**src/rtl/wb_burst_reader_pkg.sv**
```systemverilog
// -----------------------------------------------------------------------------
// wb_burst_pkg: Wishbone cycle-type constants and reader FSM states. Rev 1.0
// -----------------------------------------------------------------------------
`default_nettype none

package wb_burst_pkg;

  localparam logic [2:0] CTI_CLASSIC = 3'b000;
  localparam logic [2:0] CTI_CONST   = 3'b001;
  localparam logic [2:0] CTI_INCR    = 3'b010;
  localparam logic [2:0] CTI_EOB     = 3'b111;
  localparam logic [1:0] BTE_LINEAR  = 2'b00;

  typedef enum logic [1:0] {
    IDLE       = 2'd0,
    WAIT_SPACE = 2'd1,
    BURST      = 2'd2
  } state_t;

endpackage

`default_nettype wire

```
**src/rtl/wb_burst_reader_if.sv**
```systemverilog
// -----------------------------------------------------------------------------
// wshb_if: Wishbone B4 registered-feedback bus with master/slave views. Rev 1.0
// -----------------------------------------------------------------------------
`default_nettype none

interface wshb_if #(
  parameter int ADR_WIDTH = 32
);
  logic                 clk;
  logic                 rst;
  logic                 cyc;
  logic                 stb;
  logic                 we;
  logic [3:0]           sel;
  logic [2:0]           cti;
  logic [1:0]           bte;
  logic [ADR_WIDTH-1:0] adr;
  logic [31:0]          dat_ms;
  logic [31:0]          dat_sm;
  logic                 ack;

  modport master (
    output clk, rst, cyc, stb, we, sel, cti, bte, adr, dat_ms,
    input  ack, dat_sm
  );

  modport slave (
    input  clk, rst, cyc, stb, we, sel, cti, bte, adr, dat_ms,
    output ack, dat_sm
  );
endinterface

`default_nettype wire

```
**src/rtl/wb_burst_reader_fifo.sv**
```systemverilog
// -----------------------------------------------------------------------------
// sync_fifo: single-clock FIFO with first-word-fall-through head. Rev 1.0
// -----------------------------------------------------------------------------
`default_nettype none

module sync_fifo #(
  parameter int WIDTH = 32,
  parameter int DEPTH = 32
) (
  input  logic                   clk,
  input  logic                   rst,
  input  logic                   push,
  input  logic [WIDTH-1:0]       push_data,
  input  logic                   pop,
  output logic [WIDTH-1:0]       head_data,
  output logic                   empty,
  output logic                   full,
  output logic [$clog2(DEPTH):0] count
);
  localparam int AW = $clog2(DEPTH);

  logic [WIDTH-1:0] mem [DEPTH];
  logic [AW-1:0]    wr_ptr;
  logic [AW-1:0]    rd_ptr;
  logic [AW:0]      cnt;
  logic             do_push;
  logic             do_pop;

  assign do_push   = push && !full;
  assign do_pop    = pop && !empty;
  assign empty     = (cnt == '0);
  assign full      = (cnt == (AW+1)'(DEPTH));
  assign count     = cnt;
  assign head_data = mem[rd_ptr];

  // Storage carries no reset; only the pointers define what is valid.
  always_ff @(posedge clk) begin
    if (do_push) mem[wr_ptr] <= push_data;
  end

  always_ff @(posedge clk or posedge rst) begin
    if (rst) begin
      wr_ptr <= '0;
      rd_ptr <= '0;
      cnt    <= '0;
    end else begin
      if (do_push) wr_ptr <= wr_ptr + AW'(1);
      if (do_pop)  rd_ptr <= rd_ptr + AW'(1);
      case ({do_push, do_pop})
        2'b10:   cnt <= cnt + (AW+1)'(1);
        2'b01:   cnt <= cnt - (AW+1)'(1);
        default: cnt <= cnt;
      endcase
    end
  end

endmodule

`default_nettype wire

```
**src/rtl/wb_burst_reader.sv**
```systemverilog
// -----------------------------------------------------------------------------
// wb_burst_reader: reads a word region via incrementing Wishbone bursts. Rev 1.0
// -----------------------------------------------------------------------------
`default_nettype none

module wb_burst_reader
  import wb_burst_pkg::*;
#(
  parameter int ADR_WIDTH  = 32,
  parameter int LEN_WIDTH  = 16,
  parameter int BURST_LEN  = 8,
  parameter int FIFO_DEPTH = 32
) (
  input  logic                 clk,
  input  logic                 rst,
  input  logic                 start,
  input  logic [ADR_WIDTH-1:0] base_adr,
  input  logic [LEN_WIDTH-1:0] nb_words,
  output logic                 busy,
  output logic                 done,
  wshb_if.master               wb_m,
  output logic [31:0]          s_data,
  output logic                 s_valid,
  input  logic                 s_ready
);
  localparam int BW = $clog2(BURST_LEN) + 1;
  localparam int CW = $clog2(FIFO_DEPTH) + 1;
  localparam int WW = ADR_WIDTH - 2;

  state_t               state;
  state_t               state_nxt;
  logic [WW-1:0]        word_adr;
  logic [LEN_WIDTH-1:0] remaining;
  logic [BW-1:0]        beat;
  logic [BW-1:0]        blen_r;
  logic [BW-1:0]        blen;
  logic [CW-1:0]        fifo_count;
  logic                 fifo_empty;
  logic                 fifo_full;
  logic                 in_burst;
  logic                 ack_beat;
  logic                 last_beat;
  logic                 space_ok;
  logic                 launch;

  assign in_burst  = (state == BURST);
  assign ack_beat  = in_burst && wb_m.ack;
  assign last_beat = (beat == blen_r - BW'(1));
  assign blen      = (remaining >= LEN_WIDTH'(BURST_LEN)) ? BW'(BURST_LEN) : BW'(remaining);
  // Whole burst must fit before it starts, so the slave never needs to be stalled.
  assign space_ok  = !fifo_full && ((CW'(FIFO_DEPTH) - fifo_count) >= CW'(blen));

  always_ff @(posedge clk or posedge rst) begin
    if (rst) state <= IDLE;
    else     state <= state_nxt;
  end

  always_comb begin
    state_nxt = state;
    launch    = 1'b0;
    case (state)
      IDLE:       if (start && nb_words != '0) state_nxt = WAIT_SPACE;
      WAIT_SPACE: if (space_ok) begin
                    state_nxt = BURST;
                    launch    = 1'b1;
                  end
      BURST:      if (ack_beat && last_beat)
                    state_nxt = (remaining == LEN_WIDTH'(1)) ? IDLE : WAIT_SPACE;
      default:    state_nxt = IDLE;
    endcase
  end

  always_ff @(posedge clk or posedge rst) begin
    if (rst) begin
      word_adr  <= '0;
      remaining <= '0;
      beat      <= '0;
      blen_r    <= '0;
      done      <= 1'b0;
    end else begin
      done <= 1'b0;
      if (state == IDLE && start) begin
        word_adr  <= WW'(base_adr >> 2);
        remaining <= nb_words;
        done      <= (nb_words == '0);
      end
      if (launch) begin
        blen_r <= blen;
        beat   <= '0;
      end
      if (ack_beat) begin
        word_adr  <= word_adr + WW'(1);
        remaining <= remaining - LEN_WIDTH'(1);
        beat      <= beat + BW'(1);
        if (last_beat && remaining == LEN_WIDTH'(1)) done <= 1'b1;
      end
    end
  end

  assign busy        = (state != IDLE);
  assign wb_m.clk    = clk;
  assign wb_m.rst    = rst;
  assign wb_m.cyc    = in_burst;
  assign wb_m.stb    = in_burst;
  assign wb_m.we     = 1'b0;
  assign wb_m.sel    = 4'hF;
  assign wb_m.bte    = BTE_LINEAR;
  assign wb_m.dat_ms = 32'h0;
  assign wb_m.adr    = {word_adr, 2'b00};
  assign wb_m.cti    = in_burst ? (last_beat ? CTI_EOB : CTI_INCR) : CTI_CLASSIC;
  assign s_valid     = !fifo_empty;

  sync_fifo #(
    .WIDTH (32),
    .DEPTH (FIFO_DEPTH)
  ) u_fifo (
    .clk       (clk),
    .rst       (rst),
    .push      (ack_beat),
    .push_data (wb_m.dat_sm),
    .pop       (s_ready),
    .head_data (s_data),
    .empty     (fifo_empty),
    .full      (fifo_full),
    .count     (fifo_count)
  );

endmodule

`default_nettype wire

```
**src/flat_wrapper.sv**
```systemverilog
// flat-port wrapper written by rule: the top's interface ports become plain ports
module wb_burst_reader_flat import wb_burst_pkg::*;
#(
  parameter int ADR_WIDTH  = 32,
  parameter int LEN_WIDTH  = 16,
  parameter int BURST_LEN  = 8,
  parameter int FIFO_DEPTH = 32
)
  (clk, rst, start, base_adr, nb_words, busy, done, s_data, s_valid, s_ready, wb_m_clk, wb_m_rst, wb_m_cyc, wb_m_stb, wb_m_we, wb_m_sel, wb_m_cti, wb_m_bte, wb_m_adr, wb_m_dat_ms, wb_m_ack, wb_m_dat_sm);
  wshb_if #(.ADR_WIDTH(ADR_WIDTH)) wb_m_i ();
  input  logic clk;
  input  logic rst;
  input  logic start;
  input  logic [ADR_WIDTH-1:0] base_adr;
  input  logic [LEN_WIDTH-1:0] nb_words;
  output logic busy;
  output logic done;
  output logic [31:0] s_data;
  output logic s_valid;
  input  logic s_ready;
  output wire logic [$bits(wb_m_i.clk)-1:0] wb_m_clk;
  output wire logic [$bits(wb_m_i.rst)-1:0] wb_m_rst;
  output wire logic [$bits(wb_m_i.cyc)-1:0] wb_m_cyc;
  output wire logic [$bits(wb_m_i.stb)-1:0] wb_m_stb;
  output wire logic [$bits(wb_m_i.we)-1:0] wb_m_we;
  output wire logic [$bits(wb_m_i.sel)-1:0] wb_m_sel;
  output wire logic [$bits(wb_m_i.cti)-1:0] wb_m_cti;
  output wire logic [$bits(wb_m_i.bte)-1:0] wb_m_bte;
  output wire logic [$bits(wb_m_i.adr)-1:0] wb_m_adr;
  output wire logic [$bits(wb_m_i.dat_ms)-1:0] wb_m_dat_ms;
  input wire logic [$bits(wb_m_i.ack)-1:0] wb_m_ack;
  input wire logic [$bits(wb_m_i.dat_sm)-1:0] wb_m_dat_sm;
  assign wb_m_clk = wb_m_i.clk;
  assign wb_m_rst = wb_m_i.rst;
  assign wb_m_cyc = wb_m_i.cyc;
  assign wb_m_stb = wb_m_i.stb;
  assign wb_m_we = wb_m_i.we;
  assign wb_m_sel = wb_m_i.sel;
  assign wb_m_cti = wb_m_i.cti;
  assign wb_m_bte = wb_m_i.bte;
  assign wb_m_adr = wb_m_i.adr;
  assign wb_m_dat_ms = wb_m_i.dat_ms;
  assign wb_m_i.ack = wb_m_ack;
  assign wb_m_i.dat_sm = wb_m_dat_sm;
  wb_burst_reader #(.ADR_WIDTH(ADR_WIDTH), .LEN_WIDTH(LEN_WIDTH), .BURST_LEN(BURST_LEN), .FIFO_DEPTH(FIFO_DEPTH)) u_core (.clk(clk), .rst(rst), .start(start), .base_adr(base_adr), .nb_words(nb_words), .busy(busy), .done(done), .wb_m(wb_m_i), .s_data(s_data), .s_valid(s_valid), .s_ready(s_ready));
endmodule
```
**config.mk**
```make
export PLATFORM = sky130hd
export DESIGN_NAME = wb_burst_reader_flat
export DESIGN_NICKNAME = d
export VERILOG_FILES = /design/src/rtl/wb_burst_reader_pkg.sv /design/src/rtl/wb_burst_reader_if.sv /design/src/rtl/wb_burst_reader_fifo.sv /design/src/rtl/wb_burst_reader.sv /design/src/flat_wrapper.sv
export SDC_FILE = /design/constraint.sdc
export NUM_CORES = 1
export LEC_CHECK = 0
export CAP_MARGIN = 5
export CELL_PAD_IN_SITES_DETAIL_PLACEMENT = 1
export CELL_PAD_IN_SITES_GLOBAL_PLACEMENT = 1
export CORE_UTILIZATION = 57
export CTS_CLUSTER_DIAMETER = 200
export DETAILED_ROUTE_END_ITERATION = 12
export GPL_TIMING_DRIVEN = 0
export PLACE_DENSITY_LB_ADDON = 0.1
export SYNTH_ARGS = -nofsm -noshare
export SYNTH_HDL_FRONTEND = slang
export SYNTH_HIERARCHICAL = 1
export SYNTH_SLANG_ARGS = --single-unit
```
**constraint.sdc**
```tcl
create_clock -name clk -period 6.1 [get_ports clk]
set_input_delay 0.915 -clock clk [delete_from_list [all_inputs] [get_ports clk]]
set_output_delay 0.915 -clock clk [all_outputs]
set_load 0.01 [all_outputs]
```
==> results.py, run 1 <==
metrics = {
    "clock_network": {
        "cts_tree": "yes",
        "clock_latency_ns": 0.81,
        "hold_buffers": 0,
        "path_clk_slew_ns": 0.06,
        "post_cts_buffers": 0,
        "cts_resized": 0,
    },
    "synth": {
        "yosysSeqAreaShare_pct": 74.6,
        "synth_largest_area_cell": "edfxtp_1",
        "yosys-top-cells-area": "edfxtp_1, mux4_2, dfrtp_1",
        "synth.ff_latch_count": 1097,
        "ys_types": 82,
        "async_reset_ff_share_pct": 6.65,
        "yosysMostFrequentCell": "edfxtp_1",
        "synth.top_cell.area_share_pct": 70.4,
        "synthTopCellsByCount": "edfxtp_1, mux4_2, mux2i_1",
        "synth-warning-count": 6,
        "synthCells": 2240,
        "synth_edf_count": 1024,
        "synthFlopType": "edfxtp_1",
        "netlist_area_um2": 43700,
        "syn_area_per_cell_um2": 19.5,
    },
    "worst_setup_path": {
        "path_delay_family": "buffers and inverters",
        "path_common_cell": "clkbuf_1",
        "startpoint_type": "register",
        "worstPathArrival_ns": 4.46,
        "crit_buf_inv": 4,
        "crit_chain": "buf_2, nor2b_1, clkbuf_1, clkbuf_1, a21oi_1, a22oi_1, clkdlybuf4s50_1",
        "cp-end-kind": "output port",
        "cp.required_ns": 5.18,
        "crit_fanout": 10,
        "critPathKind": "register to output port",
        "critical_path.max_stage_delay_ns": 0.84,
        "worst_path_max_delay_cell": "clkbuf_1",
    },
    "power": {
        "combPwrFrac_pct": 32.2,
        "cell_internal_pwr_mw": 15.9,
        "power_mw": 23.6,
        "p_seq_share_pct": 37.7,
        "p_switching_mw": 7.66,
        "power_leakage_nw": 16.9,
        "clockPowerShare_pct": 30.0,
        "swShare_pct": 32.5,
        "power.density_nw_per_um2": 460,
        "vdd_drop_max_uv": 372,
    },
    "cells_and_area": {
        "areaGrowthSynthToFinish_pct": 17.5,
        "nNetsFinal": 2687,
        "layout-drive-gt1-share_pct": 21.1,
    },
    "route": {
        "routed_wl_mm": 126,
        "avgViaCountPerCell": 6.69,
        "ant_nets": 0,
        "route.detailed.drc": 0,
        "drt_iter0_markers": 2571,
        "firstDrtPassIters": 5,
        "wl_per_cell_um": 34.4,
        "via_count": 24500,
    },
    "sta": {
        "finalSetupTns_ns": 0,
        "slew_headroom_pct": 19.3,
        "post-route-period-util_pct": 88.1,
        "finalClockSkew_ns": 0.0238,
        "holdWs_ns": 0.521,
        "fmax_mhz": 186,
        "rsz0062_at_grt": "no",
        "drv_slew": 0,
        "min_period_ns": 5.37,
        "finalHoldViolations": 0,
        "finalSetupViolations": 0,
        "tightest_slew_ns": 1.21,
    },
    "placement": {
        "dpl.hpwl_mm": 79.5,
        "gp_congestion": 0.883,
        "port_buffers": 154,
    },
    "hold_path": {
        "hold_path_class": "register to register",
    },
    "die": {
        "rows": 101,
        "die_w_um": 279,
        "die_area_um2": 77700,
        "io_pins": 198,
        "design.core.area_um2": 75800,
        "dieHeight_um": 279,
        "initial_core_util_pct": 57.6,
    },
    "run_status": {
        "status": "complete, no violations",
    },
    "global_route": {
        "grt_max_degree": 35,
        "grtUsageTotal_pct": 32.8,
        "grt_pass1_wl_mm": 180,
        "grt_pass1_vias": 26100,
        "antenna_found_initial": 2,
        "grt_overflow": 0,
    },
    "job": {
        "drv_cap": 0,
    },
}
==> flip-flops by register name, indices dropped and copies added, names as in the netlist <==
signal / count
u_core/done: 1
u_core/u_fifo/count: 6
u_core/word_adr: 30
u_core/u_fifo/rd_ptr: 5
u_core/u_fifo/wr_ptr: 5
u_core/u_fifo/mem: 1024
u_core/beat: 4
u_core/blen_r: 4
u_core/state: 2
u_core/remaining: 16
==> stage by stage <==
stage,worst slack (ns),cell area (um^2),cells,utilization (%)
after global routing,0.766,51300,3655,67.7
after CTS,0.707,51300,3654,67.7
final,0.727,51300,3655,67.7
after detailed placement,1.32,47500,3444,62.6
after floorplan,2.02,43800,2279,-
after global placement,-0.744,46600,3411,61.4
==> power by group through the flow <==
| stage | logic (mW) | clock network, mW | registers (mW) |
|---|---|---|---|
| floorplan | 4.46 | 0.0135 | 8.98 |
| global placement | 7.11 | 0.0258 | 9.02 |
| detailed placement | 7.47 | 0.0258 | 9.04 |
| CTS | 7.61 | 7.16 | 8.89 |
| global route | 7.96 | 7.39 | 8.93 |
| finish | 7.60 | 7.08 | 8.90 |
==> area by class of cell <==
type | count | area (um^2)
Antenna cell | 1 | 2.50
Buffer | 167 | 1090
Clock buffer | 141 | 2970
Clock inverter | 70 | 860
Fill cell | 6175 | 24500
Inverter | 29 | 109
Multi-Input combinational cell | 986 | 10300
Sequential cell | 1097 | 32600
Tap cell | 978 | 1220
Timing Repair Buffer | 186 | 2200
==> layer usage <==
layer,track usage (%),vias to the layer above,share of wire (%)
li1,-,9900,-
met1,42.0,13000,37
met2,56.4,1299,51
met3,4.78,310,7.3
met4,14.3,2,4.4
met5,0,-,0.010
==> final timing paths <==
kind,cells past startpoint,endpoint,from,slack [ns]
worst max-delay path,7,s_data[31],u_core/u_fifo/rd_ptr[3],0.73
worst min-delay path,1,u_core/remaining[15],u_core/remaining[15],0.52
worst max register to register,9,u_core/blen_r[0],u_core/remaining[12],2.14
worst min register to register,1,u_core/remaining[15],u_core/remaining[15],0.52
max in group asynchronous,2,u_core/u_fifo/rd_ptr[1],rst,4.90
min in group asynchronous,2,u_core/state[0],rst,0.54
==> layout by cell type (no fill, tap or decap), types with 37 or more instances in the layout <==
master           count
clkdlybuf4s50_1    154
a21oi_1             73
o221ai_1            63
conb_1              41
edfxtp_1          1024
clkbuf_1            74
a22oi_1             94
nor2_1              37
clkbuf_16          112
nand2_1             61
mux2i_1            133
buf_12              38
dfrtp_1             73
mux4_2             193
buf_4               56
==> kinds of logic after synthesis <==
family	Yosys count	synth area share, %
xor+xnor	21	0.421
flops	1097	74.6
simple gates	237	2.84
mux	328	13.1
compound gates	337	5.63
other cells	2	0.0172
fa+ha+maj	22	0.648
buf+inv	196	2.76
No activity file was read; power rests on OpenSTA's default activity.
==> run 2, diff against run 1 <==
--- a/config.mk
+++ b/config.mk
@@ -8,11 +8,12 @@
 export CAP_MARGIN = 5
 export CELL_PAD_IN_SITES_DETAIL_PLACEMENT = 1
 export CELL_PAD_IN_SITES_GLOBAL_PLACEMENT = 1
-export CORE_UTILIZATION = 57
+export CORE_UTILIZATION = 53
 export CTS_CLUSTER_DIAMETER = 200
 export DETAILED_ROUTE_END_ITERATION = 12
 export GPL_TIMING_DRIVEN = 0
 export PLACE_DENSITY_LB_ADDON = 0.1
+export SETUP_SLACK_MARGIN = 0.15
 export SYNTH_ARGS = -nofsm -noshare
 export SYNTH_HDL_FRONTEND = slang
 export SYNTH_HIERARCHICAL = 1
==> constraint.sdc (replaced) <==
create_clock -name clk -period 6 [get_ports clk]
set_input_delay 0.9 -clock clk [delete_from_list [all_inputs] [get_ports clk]]
set_output_delay 0.9 -clock clk [all_outputs]
set_load 0.01 [all_outputs]
==> run 2 against run 1 <==
Core utilization is 4.2 points lower. Sequential power is 2% higher. Flip-flop and latch count stayed put. Final area is 0.21% higher. Non-clock buffer count is 2 higher. Total power is 1.3% higher. Critical path type unchanged. Critical endpoint unchanged.
==> results.py, run 2 (synthesis results as in run 1) <==
metrics = {
    "route": {
        "wl_per_cell_um": 32.7,
        "ant_nets": 0,
        "drt_iter0_markers": 2401,
        "routed_wl_mm": 122,
        "firstDrtPassIters": 5,
        "via_count": 24000,
        "route.detailed.drc": 0,
        "avgViaCountPerCell": 6.42,
    },
    "cells_and_area": {
        "nNetsFinal": 2692,
        "fin_cells": 3737,
        "final_common_cell": "edfxtp_1",
        "mostFrequentLayoutCells": "edfxtp_1, mux4_2, clkdlybuf4s50_1, mux2i_1, clkbuf_16",
        "layout-drive-gt1-share_pct": 21.0,
        "largest_registers": "u_core/u_fifo/mem x1024, u_core/word_adr x30, u_core/remaining x16",
        "final_util_pct": 63.4,
        "num_antenna_cells": 0,
        "largest_reg_flops": 1024,
        "areaGrowthSynthToFinish_pct": 17.7,
        "regMostFlops": "u_core/u_fifo/mem",
    },
    "power": {
        "vdd_drop_max_uv": 305,
        "power_mw": 23.9,
        "power.density_nw_per_um2": 465,
        "power_leakage_nw": 16.9,
    },
    "global_route": {
        "grtUsageTotal_pct": 29.6,
        "antenna_found_initial": 1,
        "grt_max_degree": 33,
        "grt_pass1_vias": 25300,
        "grt_overflow": 0,
        "grt_pass1_wl_mm": 174,
    },
    "sta": {
        "post-route-period-util_pct": 87.3,
        "fmax_mhz": 191,
        "rsz0062_at_grt": "no",
        "finalSetupViolations": 0,
        "finalClockSkew_ns": 0.0286,
        "slew_headroom_pct": 21.4,
        "tightest_slew_ns": 1.18,
        "setup_ws_ns": 0.764,
        "drv_slew": 0,
        "min_period_ns": 5.24,
        "finalHoldViolations": 0,
    },
    "die": {
        "die_area_um2": 83500,
        "design.core.area_um2": 81100,
        "initial_core_util_pct": 53.9,
        "dieHeight_um": 289,
        "rows": 104,
        "io_pins": 198,
        "die_w_um": 289,
    },
    "worst_setup_path": {
        "cp.required_ns": 5.10,
        "cp-end-kind": "output port",
        "critPathKind": "register to output port",
        "startpoint_type": "register",
        "crit_fanout": 10,
        "worstPathArrival_ns": 4.34,
    },
    "clock_network": {
        "cts_resized": 0,
        "cts_tree": "yes",
        "post_cts_buffers": 0,
        "path_clk_slew_ns": 0.07,
        "hold_buffers": 0,
        "clock_latency_ns": 0.79,
    },
    "placement": {
        "dp.cells": 3528,
        "gp_congestion": 0.859,
        "dpl.hpwl_mm": 79.2,
        "pre_cts_ws_ns": 1.34,
        "port_buffers": 154,
    },
    "job": {
        "drv_cap": 0,
    },
    "hold_path": {
        "hold_path_class": "register to register",
    },
    "run_status": {
        "status": "complete, no violations",
    },
}
-- run 2: area by class of cell --
cell class	count	area, um^2
Sequential cell	1097	32600
Clock inverter	70	747
Inverter	29	109
Tap cell	1060	1330
Timing Repair Buffer	188	2250
Multi-Input combinational cell	986	10300
Buffer	167	1090
Fill cell	6804	29700
Clock buffer	140	3040
-- run 2: metal layers --
metal / part of all wire (%) / global-route usage, % / up-vias
met5: 0 / 0 / -
met3: 7.3 / 5.65 / 225
met1: 39 / 38.4 / 12800
li1: - / - / 9910
met2: 51 / 50.3 / 1043
met4: 3.2 / 10.4 / 0
-- run 2: final timing paths --
kind                                         start                     end  slack [ns]  depth (start not counted)
max                        u_core/u_fifo/rd_ptr[3]              s_data[31]        0.76                          7
min                           u_core/remaining[15]    u_core/remaining[15]        0.51                          1
max reg2reg                   u_core/remaining[12]        u_core/blen_r[0]        2.04                          9
min reg2reg                   u_core/remaining[15]    u_core/remaining[15]        0.51                          1
max in group asynchronous                      rst     u_core/word_adr[10]        4.69                          3
min in group asynchronous                      rst  u_core/u_fifo/count[2]        0.61                          2
-- run 2: critical path: stages (launching register included) --
cell             delay (ns)
dfrtp_1                0.32
buf_2                  0.25
nor2b_1                0.16
clkbuf_1               0.62
clkbuf_1               0.83
a21oi_1                0.19
a22oi_1                0.49
clkdlybuf4s50_1        0.69
-- run 2: metrics by stage --
stage	instance area (um^2)	hold slack, ns	setup TNS (ns)
global route	51400	0.571	0
finish	51400	0.513	0
detailed placement	47600	0.486	0
floorplan	43800	0.453	0
global placement	46700	0.475	-699.71
CTS	51400	0.509	0
-- run 2: power by group --
part	total, mW	switching, mW	internal [mW]
Combinational	7.70	4.44	3.26
Clock	7.15	2.94	4.21
Sequential	9.04	0.321	8.72
Total	23.9	7.70	16.2
